===== config.mk =====
export PLATFORM = sky130hd
export DESIGN_NAME = piso_serializer
export DESIGN_NICKNAME = d
export VERILOG_FILES = /design/src/rtl/piso_pkg.sv /design/src/rtl/piso_serializer.sv
export SDC_FILE = /design/constraint.sdc
export NUM_CORES = 1
export LEC_CHECK = 0
export ABC_AREA = 1
export BUFFER_PORTS_ARGS = -buffer_cell sky130_fd_sc_hd__buf_2
export CAP_MARGIN = 5
export CORE_AREA = 10 10 47 49
export CTS_CLUSTER_DIAMETER = 100
export DETAILED_ROUTE_END_ITERATION = 6
export DIE_AREA = 0 0 57 59
export PLACE_DENSITY = 0.55
export REMOVE_ABC_BUFFERS = 1
export SLEW_MARGIN = 10
export SYNTH_ARGS = -nofsm -noshare
export SYNTH_HDL_FRONTEND = slang
export SYNTH_SLANG_ARGS = --single-unit

===== constraint.sdc =====
create_clock -name clk -period 2.1 [get_ports clk]
set_clock_uncertainty 0.2 [all_clocks]
set_input_delay 0.105 -clock clk [delete_from_list [all_inputs] [get_ports clk]]
set_output_delay 0.105 -clock clk [all_outputs]
set_load 0.1 [all_outputs]

===== src/rtl/piso_pkg.sv =====
// Shared types and helpers for the parallel-in/serial-out serializer.
package piso_pkg;

    typedef enum logic {
        IDLE  = 1'b0,
        SHIFT = 1'b1
    } piso_state_e;

    function automatic int cnt_w(input int width);
        return $clog2(width);
    endfunction

endpackage


===== src/rtl/piso_serializer.sv =====
// Parallel-in/serial-out shifter: takes a WIDTH-bit word on a valid/ready handshake
// and streams it one bit per clock, reloading on the last bit for gapless words.
module piso_serializer
    import piso_pkg::*;
#(
    parameter int WIDTH     = 4,
    parameter int MSB_FIRST = 0
) (
    input  logic             clk,
    input  logic             rstn,
    input  logic             par_valid_i,
    output logic             par_ready_o,
    input  logic [WIDTH-1:0] par_data_i,
    output logic             ser_o,
    output logic             ser_valid_o,
    output logic             ser_last_o,
    output logic             busy_o
);

    localparam int CW = cnt_w(WIDTH);
    localparam logic [CW-1:0] CNT_PEN = CW'(WIDTH - 2);

    // Handshake: a word transfers on a rising edge where par_valid_i && par_ready_o;
    // par_ready_o depends only on registered state and rstn, never on par_valid_i.
    piso_state_e      r_state;
    logic [CW-1:0]    r_cnt;
    logic [WIDTH-1:0] r_shift;
    logic             r_last;

    logic             w_xfer;
    logic [WIDTH-1:0] w_shift_nxt;

    assign par_ready_o = rstn && ((r_state == IDLE) || r_last);
    assign w_xfer      = par_valid_i && par_ready_o;

    // Shifted-out positions fill with 0, so the register is empty once a word ends.
    assign w_shift_nxt = (MSB_FIRST != 0) ? {r_shift[WIDTH-2:0], 1'b0}
                                          : {1'b0, r_shift[WIDTH-1:1]};

    always_ff @(posedge clk or negedge rstn) begin
        if (!rstn) begin
            r_state <= IDLE;
            r_cnt   <= '0;
            r_shift <= '0;
            r_last  <= 1'b0;
        end else if (w_xfer) begin
            r_state <= SHIFT;
            r_cnt   <= '0;
            r_shift <= par_data_i;
            r_last  <= 1'b0;
        end else if (r_state == SHIFT) begin
            r_shift <= w_shift_nxt;
            if (r_last) begin
                r_state <= IDLE;
                r_cnt   <= '0;
                r_last  <= 1'b0;
            end else begin
                r_cnt  <= r_cnt + CW'(1);
                r_last <= (r_cnt == CNT_PEN);
            end
        end
    end

    assign ser_o       = (MSB_FIRST != 0) ? r_shift[WIDTH-1] : r_shift[0];
    assign ser_valid_o = (r_state == SHIFT);
    assign busy_o      = (r_state == SHIFT);
    assign ser_last_o  = r_last;

endmodule


==> results summary <==
For this block, the via count after detailed routing is between 400 and 500. The required time reported for the critical path endpoint came out at between 1.5 and 2 ns. The mux cell area share after synthesis came out at 0%. The total wire length after detailed routing came out at ~1000 µm.

The proportion of layout cells with a drive suffix above 1 is between 20% and 30%. The count of final hold-check violations is 0. The number of antenna diodes in the final layout is 0.

The post-place instance area is slightly below 500 µm². The TritonCTS sink count came out at 8. After synthesis, the largest family of logic cells by area is simple AND/OR/NAND/NOR gates.

The overall die width is approximately 57 µm. Entering global routing, the biggest net connects 14 pins. On the final layout, the worst hold slack is 0.00431 ns. The via count of the first global-routing pass came out at roughly 410. The starting density of the core came out at a little under a third. The floorplan step set the die height to around 59 µm. The total overflow left after global routing is 0. The overall global routing resource usage is between 7 and 8%.

The flip-flop and latch count after synthesis is 8. Ranked by instance count, the synthesized netlist is headed by sky130_fd_sc_hd__nand2_1 (19), sky130_fd_sc_hd__dfrtp_1 (8), sky130_fd_sc_hd__inv_1 (8), sky130_fd_sc_hd__nand3_1 (7), sky130_fd_sc_hd__nand4_1 (4). Setup repair after global routing left no endpoint under its margin.

A synthesized cell averages 8.14 µm². The cell count after synthesis came out at between 50 and 60. The mean number of vias per cell came out at ~4.6. The initial DRC count is 17. Wire segments on met2 add up to between 500 and 600 µm in the final route.

The worst slew margin relative to its limit is about two thirds. Traced cell by cell, the critical path runs through nand2_4 > inv_1 > nor2_1 > buf_2. The number of detailed-routing iterations run before antenna repair is 4.

Buffers inserted during clock tree synthesis total 3. The netlist uses 12 different library cells. The number of antenna violations at the first check in global routing came out at 0. The number of ports placed on the die boundary came out at 12.

Counting I/O delays and the setup requirement, the final critical path takes between 1.5 and 2 ns. The worst setup path is captured at an output pin. The post-route clock period utilization came out at 83.6%. The met3 wire length came out at 43 µm.

The flow ran to the end, and the final reports show no timing, DRC or antenna violations. The area added between synthesis and finish is 33.9%. The number of nets at the end of the flow came out at 82. TritonCTS built the clock tree. The number of warnings issued by yosys came out at 0. The share of the synthesized netlist area taken by xor and xnor gates is 0%.

The synthesized design devotes to its leading area cell type a little under half of total area. The number of H-tree branching levels came out at 1. The placeable core region is roughly 1400 µm². After detailed placement, the design holds a cell count of roughly 80. The number of rows created at floorplan is 14. Ranked by total cell area, the synthesized netlist is headed by sky130_fd_sc_hd__dfrtp_1 (46%), sky130_fd_sc_hd__nand2_1 (17%), sky130_fd_sc_hd__nand3_1 (8.1%), sky130_fd_sc_hd__inv_1 (7.0%), sky130_fd_sc_hd__nand4_1 (5.8%). The met1 routed wirelength after detailed routing is 411 µm. After synthesis the cells add up to between 400 and 500 µm². The total half-perimeter wirelength after legalization and detailed placement came out at 714 µm. The maximum frequency from static timing analysis came out at approximately 570 MHz. The count of buffers added by post-CTS timing repair for setup is 0. The number of non-filler instances in the completed layout is between 80 and 90. The critical path in this run is classified as reg -> out.

The wire length per cell came out at 11.8 µm. The number of instances on the worst hold path came out at 4. The largest total area in the synthesized netlist belongs to sky130_fd_sc_hd__dfrtp_1. The number of max-slew violations in the final report was 0.

The maximum cell stage delay along the critical path came out at roughly 0.45 ns. The cell count of the worst reg-to-reg path came out at 4. The routability congestion estimate from global placement is between 0.7 and 0.8. The most common cell in the synthesized netlist is sky130_fd_sc_hd__nand2_1. The detail route stage leaves a number of antenna-violating nets equal to 0.

The final design instance area without fill is 578 µm². The synthesized-area fraction occupied by and/or/nand/nor cells came out at just under 40%. For the worst setup path, the data arrival time is ~1.5 ns. Port buffering added 11 buffers. The slew of the pin with the lowest slew margin came out at 0.496 ns. The post-synthesis compound-gate area fraction came out at 0%. STA classifies the critical path startpoint as a register. The maximum fanout along the worst path came out at 8. The final cell utilization of the core is 41.3%. The deepest clock path buffer count is 2.

The CTS clock-pin slew for the worst setup and hold paths is roughly 0.060 ns. The cell with the largest stage delay on the worst path is sky130_fd_sc_hd__dfrtp_1. The share of synthesized area occupied by flip-flops and latches came out at between 40% and 50%. The tree is rooted in a sky130_fd_sc_hd__clkbuf_4. For the worst-skew pair, the clock arrives at the later sink with an insertion delay of 0.26 ns. After detailed routing, the number of remaining DRC violations is 0. Signal routing reaches up to met4. The fraction of registers with async set or reset after synthesis came out at 100%. The count of maximum capacitance violations is 0.

The most used flip-flop cell after synthesis is sky130_fd_sc_hd__dfrtp_1. The share of synthesized cell area in full adder, half adder and majority cells came out at 2.90%. The area of the die is about 3400 µm². The worst hold path belongs to the class in -> reg.

The number of flops mapped to enable cells by yosys came out at 0. The total setup violations reported at the end of the flow came out at 0. The first global-routing pass estimated about 1900 µm of wire.
placed cells by master (no fill, tap or decap), drive strengths merged:
master / n
dlygate4sd3: 6
clkbuf: 3
dfrtp: 8
buf: 12
nand2: 20
or2: 1
ha: 1
nor2: 1
nand3: 8
inv: 8
nand4: 4
worst max-delay path, delay by kind of cell, from the launching register on:
family | cells | cell delay (ns)
buffers and inverters | 2 | 0.51
DFF | 1 | 0.45
and+or+nand+nor | 2 | 0.23
through the flow:
step	TNS (ns)	setup WS, ns
after global routing	0	0.264
after global placement	0	0.642
final	0	0.345
after floorplan	-4.05	-1.08
after detailed placement	0	0.612
after CTS	0	0.331
layout make-up:
type	instances	area, µm²
Inverter	8	30.0
Multi-Input combinational cell	35	183
Tap cell	16	20.0
Sequential cell	8	200
Timing Repair Buffer	18	123
Clock buffer	3	22.5
Fill cell	155	823
cell families (layout without fill, tap and decap cells):
family,count (synthesis),in the layout
simple gates,34,34
flops,8,8
fa+ha+maj,1,1
buf+inv,10,29
sequential cells by signal, summed over array words and instances, names as in the netlist:
name        flops
r_shift         4
r_cnt           2
busy_o          1
ser_last_o      1
final timing paths:
check,from,end,slack (ns)
setup / recovery,busy_o$_DFF_PN0_,par_ready_o,0.34
hold / removal,par_valid_i,r_shift[2]$_DFFE_PN0P_,0.004
setup reg to reg,busy_o$_DFF_PN0_,r_shift[3]$_DFFE_PN0P_,0.50
hold reg to reg,r_cnt[0]$_DFFE_PN0P_,r_cnt[0]$_DFFE_PN0P_,0.30
max in group asynchronous,rstn,r_shift[0]$_DFFE_PN0P_,1.41
min in group asynchronous,rstn,r_cnt[1]$_DFFE_PN0P_,0.13
per-layer routing:
metal  up-vias  track usage (%)
met5         -                0
met4         0             6.71
met3         7             1.72
met2        11             11.5
met1       182             7.56
li1        209                -
timing repair:
action                                  CTS  global route
hold buffers                              6             0
hold endpoints to repair                 12             0
endpoints found under the setup margin    0             0
gates resized for setup                   0             0
Power is left out: the tool's default activity adds up to more than one toggle a clock period on the data nets, which glitch-free logic cannot reach.
